===== src/rtl/nn_pkg.sv =====
// Shared definitions for the neural-network datapath blocks: activation codes,
// sequencer state encoding and the accumulator-to-data-width saturation helper.
package nn_pkg;

  localparam logic [1:0] ACT_ID   = 2'd0;
  localparam logic [1:0] ACT_RELU = 2'd1;
  localparam logic [1:0] ACT_HSIG = 2'd2;

  typedef enum logic [1:0] {
    ST_IDLE = 2'd0,
    ST_MAC  = 2'd1,
    ST_ACT  = 2'd2
  } state_e;

  // Working widths of sat_q; callers sign-extend into / slice out of these.
  localparam int SAT_ACC_W = 128;
  localparam int SAT_DW    = 64;

  function automatic logic signed [SAT_DW-1:0] sat_q(
    input logic signed [SAT_ACC_W-1:0] acc,
    input int                          dw,
    input int                          frac
  );
    logic signed [SAT_ACC_W-1:0] v;
    logic signed [SAT_ACC_W-1:0] hi;
    logic signed [SAT_ACC_W-1:0] lo;
    logic signed [SAT_ACC_W-1:0] one;
    one = SAT_ACC_W'(1);
    v   = acc >>> frac;
    hi  = (one <<< (dw - 1)) - one;
    lo  = -hi - one;
    if (v > hi) begin
      v = hi;
    end else if (v < lo) begin
      v = lo;
    end
    return v[SAT_DW-1:0];
  endfunction

endpackage


===== src/rtl/nn_activation.sv =====
// Combinational rescale, saturate and activation of a wide fixed-point
// accumulator down to a DW-bit result.
module nn_activation
  import nn_pkg::*;
#(
  parameter int DW    = 16,
  parameter int FRAC  = 8,
  parameter int ACC_W = 34
) (
  input  logic signed [ACC_W-1:0] acc_i,
  input  logic        [1:0]       mode_i,
  output logic signed [DW-1:0]    y_o
);

  localparam logic signed [DW+1:0] HALF = (DW+2)'(1) << (FRAC - 1);
  localparam logic signed [DW+1:0] ONE  = (DW+2)'(1) << FRAC;

  logic signed [SAT_ACC_W-1:0] acc_ext;
  logic signed [SAT_DW-1:0]    sat_full;
  logic signed [DW-1:0]        v;
  logic signed [DW+1:0]        v_ext;
  logic signed [DW+1:0]        hs;

  assign acc_ext  = {{(SAT_ACC_W-ACC_W){acc_i[ACC_W-1]}}, acc_i};
  assign sat_full = sat_q(acc_ext, DW, FRAC);
  assign v        = sat_full[DW-1:0];
  // Two guard bits keep the hard-sigmoid offset from wrapping before the clamp.
  assign v_ext    = {{2{v[DW-1]}}, v};

  always_comb begin
    hs = (v_ext >>> 2) + HALF;
    if (hs[DW+1]) begin
      hs = '0;
    end else if (hs > ONE) begin
      hs = ONE;
    end

    y_o = v;
    case (mode_i)
      ACT_RELU: y_o = v[DW-1] ? '0 : v;
      ACT_HSIG: y_o = hs[DW-1:0];
      default:  y_o = v;
    endcase
  end

endmodule


===== src/rtl/dense_layer_seq.sv =====
// Single dense layer y[j] = act(sum_i W[j][i]*x[i] + b[j]) on one shared MAC,
// with a writable weight/bias store and start/done handshake for chaining.
module dense_layer_seq
  import nn_pkg::*;
#(
  parameter int N_IN  = 2,
  parameter int N_OUT = 4,
  parameter int DW    = 16,
  parameter int FRAC  = 8,
  parameter int AW    = $clog2(N_OUT*(N_IN+1))
) (
  input  logic                  clk,
  input  logic                  rst,
  input  logic                  start,
  input  logic [DW*N_IN-1:0]    x,
  input  logic [1:0]            act_mode,
  input  logic                  w_we,
  input  logic [AW-1:0]         w_addr,
  input  logic [DW-1:0]         w_data,
  output logic [DW*N_OUT-1:0]   y,
  output logic                  busy,
  output logic                  done
);

  localparam int             DEPTH   = N_OUT*(N_IN+1);
  localparam int             ACC_W   = 2*DW + $clog2(N_IN+1);
  localparam int             IW      = (N_IN  > 1) ? $clog2(N_IN)  : 1;
  localparam int             JW      = (N_OUT > 1) ? $clog2(N_OUT) : 1;
  localparam logic [AW:0]    DEPTH_L = (AW+1)'(DEPTH);

  logic signed [DW-1:0] mem [DEPTH];

  state_e                     state_q, state_d;
  logic [IW-1:0]              i_q, i_d;
  logic [JW-1:0]              j_q, j_d;
  logic [AW-1:0]              ptr_q, ptr_d;
  logic signed [ACC_W-1:0]    acc_q, acc_d;
  logic [N_IN-1:0][DW-1:0]    x_q, x_d;
  logic [1:0]                 mode_q, mode_d;
  logic [N_OUT-1:0][DW-1:0]   y_q, y_d;
  logic                       busy_q, busy_d;
  logic                       done_q, done_d;

  logic [AW:0]                rd_addr;
  logic signed [DW-1:0]       rd_data;
  logic signed [2*DW-1:0]     prod;
  logic signed [ACC_W-1:0]    prod_ext;
  logic signed [ACC_W-1:0]    bias_acc;
  logic signed [DW-1:0]       act_y;

  // ptr_q walks the store row-major; in ACT it sits on b[j], so b[j+1] is one row ahead.
  always_comb begin
    case (state_q)
      ST_MAC:  rd_addr = {1'b0, ptr_q};
      ST_ACT:  rd_addr = {1'b0, ptr_q} + (AW+1)'(N_IN+1);
      default: rd_addr = (AW+1)'(N_IN);
    endcase
    rd_data = (rd_addr < DEPTH_L) ? mem[rd_addr[AW-1:0]] : '0;
  end

  assign prod     = rd_data * $signed(x_q[i_q]);
  assign prod_ext = {{(ACC_W-2*DW){prod[2*DW-1]}}, prod};
  assign bias_acc = {{(ACC_W-DW-FRAC){rd_data[DW-1]}}, rd_data, {FRAC{1'b0}}};

  nn_activation #(
    .DW    (DW),
    .FRAC  (FRAC),
    .ACC_W (ACC_W)
  ) u_act (
    .acc_i  (acc_q),
    .mode_i (mode_q),
    .y_o    (act_y)
  );

  always_ff @(posedge clk) begin
    if (w_we && (state_q == ST_IDLE) && ({1'b0, w_addr} < DEPTH_L)) begin
      mem[w_addr] <= w_data;
    end
  end

  always_comb begin
    state_d = state_q;
    i_d     = i_q;
    j_d     = j_q;
    ptr_d   = ptr_q;
    acc_d   = acc_q;
    x_d     = x_q;
    mode_d  = mode_q;
    y_d     = y_q;
    busy_d  = busy_q;
    done_d  = 1'b0;

    case (state_q)
      ST_IDLE: begin
        if (start) begin
          state_d = ST_MAC;
          x_d     = x;
          mode_d  = act_mode;
          i_d     = '0;
          j_d     = '0;
          ptr_d   = '0;
          acc_d   = bias_acc;
          busy_d  = 1'b1;
        end
      end
      ST_MAC: begin
        acc_d = acc_q + prod_ext;
        i_d   = i_q + 1'b1;
        ptr_d = ptr_q + 1'b1;
        if (i_q == IW'(N_IN-1)) begin
          state_d = ST_ACT;
        end
      end
      ST_ACT: begin
        y_d[j_q] = act_y;
        acc_d    = bias_acc;
        ptr_d    = ptr_q + 1'b1;
        i_d      = '0;
        if (j_q == JW'(N_OUT-1)) begin
          state_d = ST_IDLE;
          busy_d  = 1'b0;
          done_d  = 1'b1;
        end else begin
          j_d     = j_q + 1'b1;
          state_d = ST_MAC;
        end
      end
      default: state_d = ST_IDLE;
    endcase
  end

  always_ff @(posedge clk or posedge rst) begin
    if (rst) begin
      state_q <= ST_IDLE;
      i_q     <= '0;
      j_q     <= '0;
      ptr_q   <= '0;
      acc_q   <= '0;
      x_q     <= '0;
      mode_q  <= '0;
      y_q     <= '0;
      busy_q  <= 1'b0;
      done_q  <= 1'b0;
    end else begin
      state_q <= state_d;
      i_q     <= i_d;
      j_q     <= j_d;
      ptr_q   <= ptr_d;
      acc_q   <= acc_d;
      x_q     <= x_d;
      mode_q  <= mode_d;
      y_q     <= y_d;
      busy_q  <= busy_d;
      done_q  <= done_d;
    end
  end

  for (genvar gi = 0; gi < N_OUT; gi++) begin : g_y
    assign y[DW*gi +: DW] = y_q[gi];
  end

  assign busy = busy_q;
  assign done = done_q;

endmodule

===== config.mk =====
export PLATFORM = sky130hd
export DESIGN_NAME = dense_layer_seq
export DESIGN_NICKNAME = d
export VERILOG_FILES = /design/src/rtl/nn_pkg.sv /design/src/rtl/nn_activation.sv /design/src/rtl/dense_layer_seq.sv
export SDC_FILE = /design/constraint.sdc
export NUM_CORES = 1
export LEC_CHECK = 0
export ABC_AREA = 1
export ABC_CLOCK_PERIOD_IN_PS = 7720
export CAP_MARGIN = 25
export CORE_UTILIZATION = 30
export DETAILED_ROUTE_END_ITERATION = 10
export SETUP_SLACK_MARGIN = 0.15
export SLEW_MARGIN = 20
export SYNTH_ARGS = -nofsm -noshare
export SYNTH_HDL_FRONTEND = slang
export SYNTH_SLANG_ARGS = --single-unit

===== constraint.sdc =====
create_clock -name clk -period 7.72 [get_ports clk]
set_input_delay 1.544 -clock clk [delete_from_list [all_inputs] [get_ports clk]]
set_output_delay 1.544 -clock clk [all_outputs]
set_load 0.01 [all_outputs]

==> impl_metrics.json <==
{
  "status": "completed",
  "fin_crit_sh_pct": 95.45,
  "slew_viol_final": 0,
  "hold_path_depth": 2,
  "die_h_um": 292.8,
  "start_kind": "register",
  "ys_seq_area_share_pct": 36.82,
  "core-area_sq_mm": 0.08369,
  "slowest_stage": "fa_1",
  "yosysMostFrequentCell": "nand2_1",
  "yosys_most_used_dff": "edfxtp_1",
  "start_util_pct": 30.32,
  "syn_to_final_growth_pct": 24.00,
  "syn_inst": 2678,
  "yosys-top-cells-area": "fa_1 24%, edfxtp_1 23%, dfrtp_1 14%",
  "synth_common_cells": "542 x nand2_1, 445 x inv_1, 305 x fa_1, 297 x nor2_1, 192 x edfxtp_1",
  "vias_per_cell": 4.667,
  "setup_tns_ns": 0,
  "numCtsBuffers": 38,
  "place.gp.congestion": 0.9926,
  "min_to": "y[8]",
  "r2r_end": "acc_q[26]",
  "synth.top_cell.area_share_pct": 24.06,
  "top_layer_used": "met5",
  "fmax_ghz": 0.1357,
  "worstPathArrival_ns": 7.79,
  "regToRegSetupSlack_ns": 0.35,
  "crit_path_frequent_cell": "fa_1",
  "cts_buffer_depth": 3,
  "r2r_start": "state_q[1]",
  "max_stage_delay_ns": 0.57,
  "min-delay-start": "y[8]",
  "diodes": 0,
  "vias": 19229,
  "cts_sinks": 335,
  "cp.required_ns": 8.14,
  "num_io_pins": 124,
  "grt_usage_pct": 17.07,
  "rsz0062_at_grt": "yes",
  "grt_pass1_vias": 19527,
  "wirelength_um": 72300,
  "synth_cell_types": 51,
  "synth.largest_area_cell": "fa_1",
  "hold_ws_ns": 0.4776,
  "drtIter0Drc": 1465,
  "fin_crit_ns": 7.369,
  "final_layout_size_suffix_gt1_share_pct": 16.14,
  "max_slew_margin_pct": 35.16,
  "wl_met1_um": 33070,
  "r2r_cells": 36,
  "worst_pin_slew_ns": 0.9690,
  "numPortBuffers": 123,
  "final_cell_area_sq_mm": 0.03147,
  "fin_skew_ns": 0.02811,
  "postSynthAreaPerCell_sq_um": 9.476,
  "ys_ff_latch": 335,
  "finalNetCount": 3439,
  "cts_tree": "built",
  "cts_max_level": 2,
  "clk_pin_slew_worst_paths_ns": 0.06,
  "async_flop_share_pct": 42.69,
  "rows": 106,
  "drv_cap": 0,
  "grt_max_degree": 84,
  "crit_path_max_fanout": 25,
  "clk_latency_ns": 0.58,
  "chipWidth_um": 292.8,
  "hold_viol_final": 0,
  "drtAntennaViolNets": 0,
  "hold_buffers": 0,
  "synth_area_sq_mm": 0.02538,
  "synth_edf_count": 192,
  "routedWlPerCell_um": 17.55,
  "antenna_found_initial": 5,
  "place_area_sq_mm": 0.02916,
  "yosys_warnings": 0,
  "crit_path_end_kind": "register",
  "setup-violations-final": 0,
  "hpwl_um": 55780,
  "routed-wl-met2_um": 33110,
  "synth_fp_nets": 3158,
  "grt_remaining_overflow": 0,
  "root_buffer": "clkbuf_16",
  "critPathKind": "reg2reg",
  "grt_first_pass_wirelength_um": 113900,
  "drcViolationCount": 0,
  "wl_met3_um": 4300,
  "die-area_sq_mm": 0.08575,
  "dr.pass1.iters": 5,
  "hp-class": "reg2reg"
}
[how the worst max path moves through the flow]
stage                          start         to  slack, ns  cells past startpoint
final                     state_q[1]  acc_q[26]       0.35                     36
after global routing      state_q[1]  acc_q[26]       0.05                     36
after CTS                 state_q[0]  acc_q[30]       0.12                     35
after detailed placement  state_q[0]  acc_q[23]       0.02                     35
after global placement    state_q[0]  acc_q[23]      -0.02                     35
after floorplan           state_q[0]  acc_q[25]       0.41                     32
[through the flow]
step	std cells	worst slack, ns	utilization (%)
finish	4120	0.3514	37.60
global route	4120	0.04699	37.60
CTS	4086	0.1244	36.34
detailed placement	4016	0.01779	34.85
global placement	4016	-0.02112	34.85
floorplan	2678	0.4092	-
[cell type report]
type	count	area (sq um)
fillers	8301	52220
multi-input cells	1786	14580
flip-flops and latches	335	9345
repair buffers	336	3157
inverters	462	1788
well taps	1134	1419
clock buffers	45	987.2
clock inverters	22	191.4
[flip-flops by register name, summed over array words and instances, names as in the netlist]
signal and cells:
j_q 2, state_q 2, mode_q 2, i_q 1, y 64, acc_q 34
ptr_q 4, done 1, busy 1, mem 192, x_q 32
[what timing repair did]
action | 4_1_cts | 5_1_grt
setup buffers | 3 | 30
endpoints found under the hold margin | 0 | 0
gates resized for setup | 16 | 195
endpoints found under the setup margin | 15 | 21
cloned | 0 | 3
pin swaps | 2 | 66
[cells in the final DEF (no fill, tap or decap), types with 11 or more instances in the layout]
cell type	netlist	layout
a21oi_1	70	56
a21oi_2	1	15
buf_12	0	18
buf_4	2	179
buf_6	3	13
clkbuf_16	0	41
clkdlybuf4s50_1	0	123
dfrtp_1	143	142
edfxtp_1	192	192
fa_1	305	295
ha_1	117	96
ha_4	0	19
inv_1	445	425
inv_2	14	22
mux2_2	17	17
nand2_1	542	518
nand2_2	22	37
nand3_1	152	146
nor2_1	297	280
nor2_2	3	13
o21ai_0	126	103
o21ai_1	11	28
o22ai_1	18	18
xnor2_1	11	11
xor2_1	11	11
[per-layer routing]
metal  GRT usage (%)  up-vias
met3           2.565       98
met4           4.763        2
li1                -     8966
met5               0        -
met2           26.84      549
met1           24.35     9614
[cell families after synthesis]
family	share of synthesized area (%)
AO/OA/AOI/OAI	5.892
XOR/XNOR	0.7593
adder cells (fa/ha/maj)	29.83
buffers and inverters	8.520
flip-flops	36.82
multiplexers	0.7544
AND/OR/NAND/NOR	17.42
[worst max-delay path, delay by kind of cell, from the launching register on]
kind / cells / cell delay (ns)
AO/OA/AOI/OAI: 7 / 0.86
adder cells (fa/ha/maj): 8 / 3.53
buffers and inverters: 11 / 1.27
flip-flops: 1 / 0.46
AND/OR/NAND/NOR: 10 / 1.05
Power is left out: the tool's default activity adds up to more than one toggle a clock period on the data nets, which glitch-free logic cannot reach.
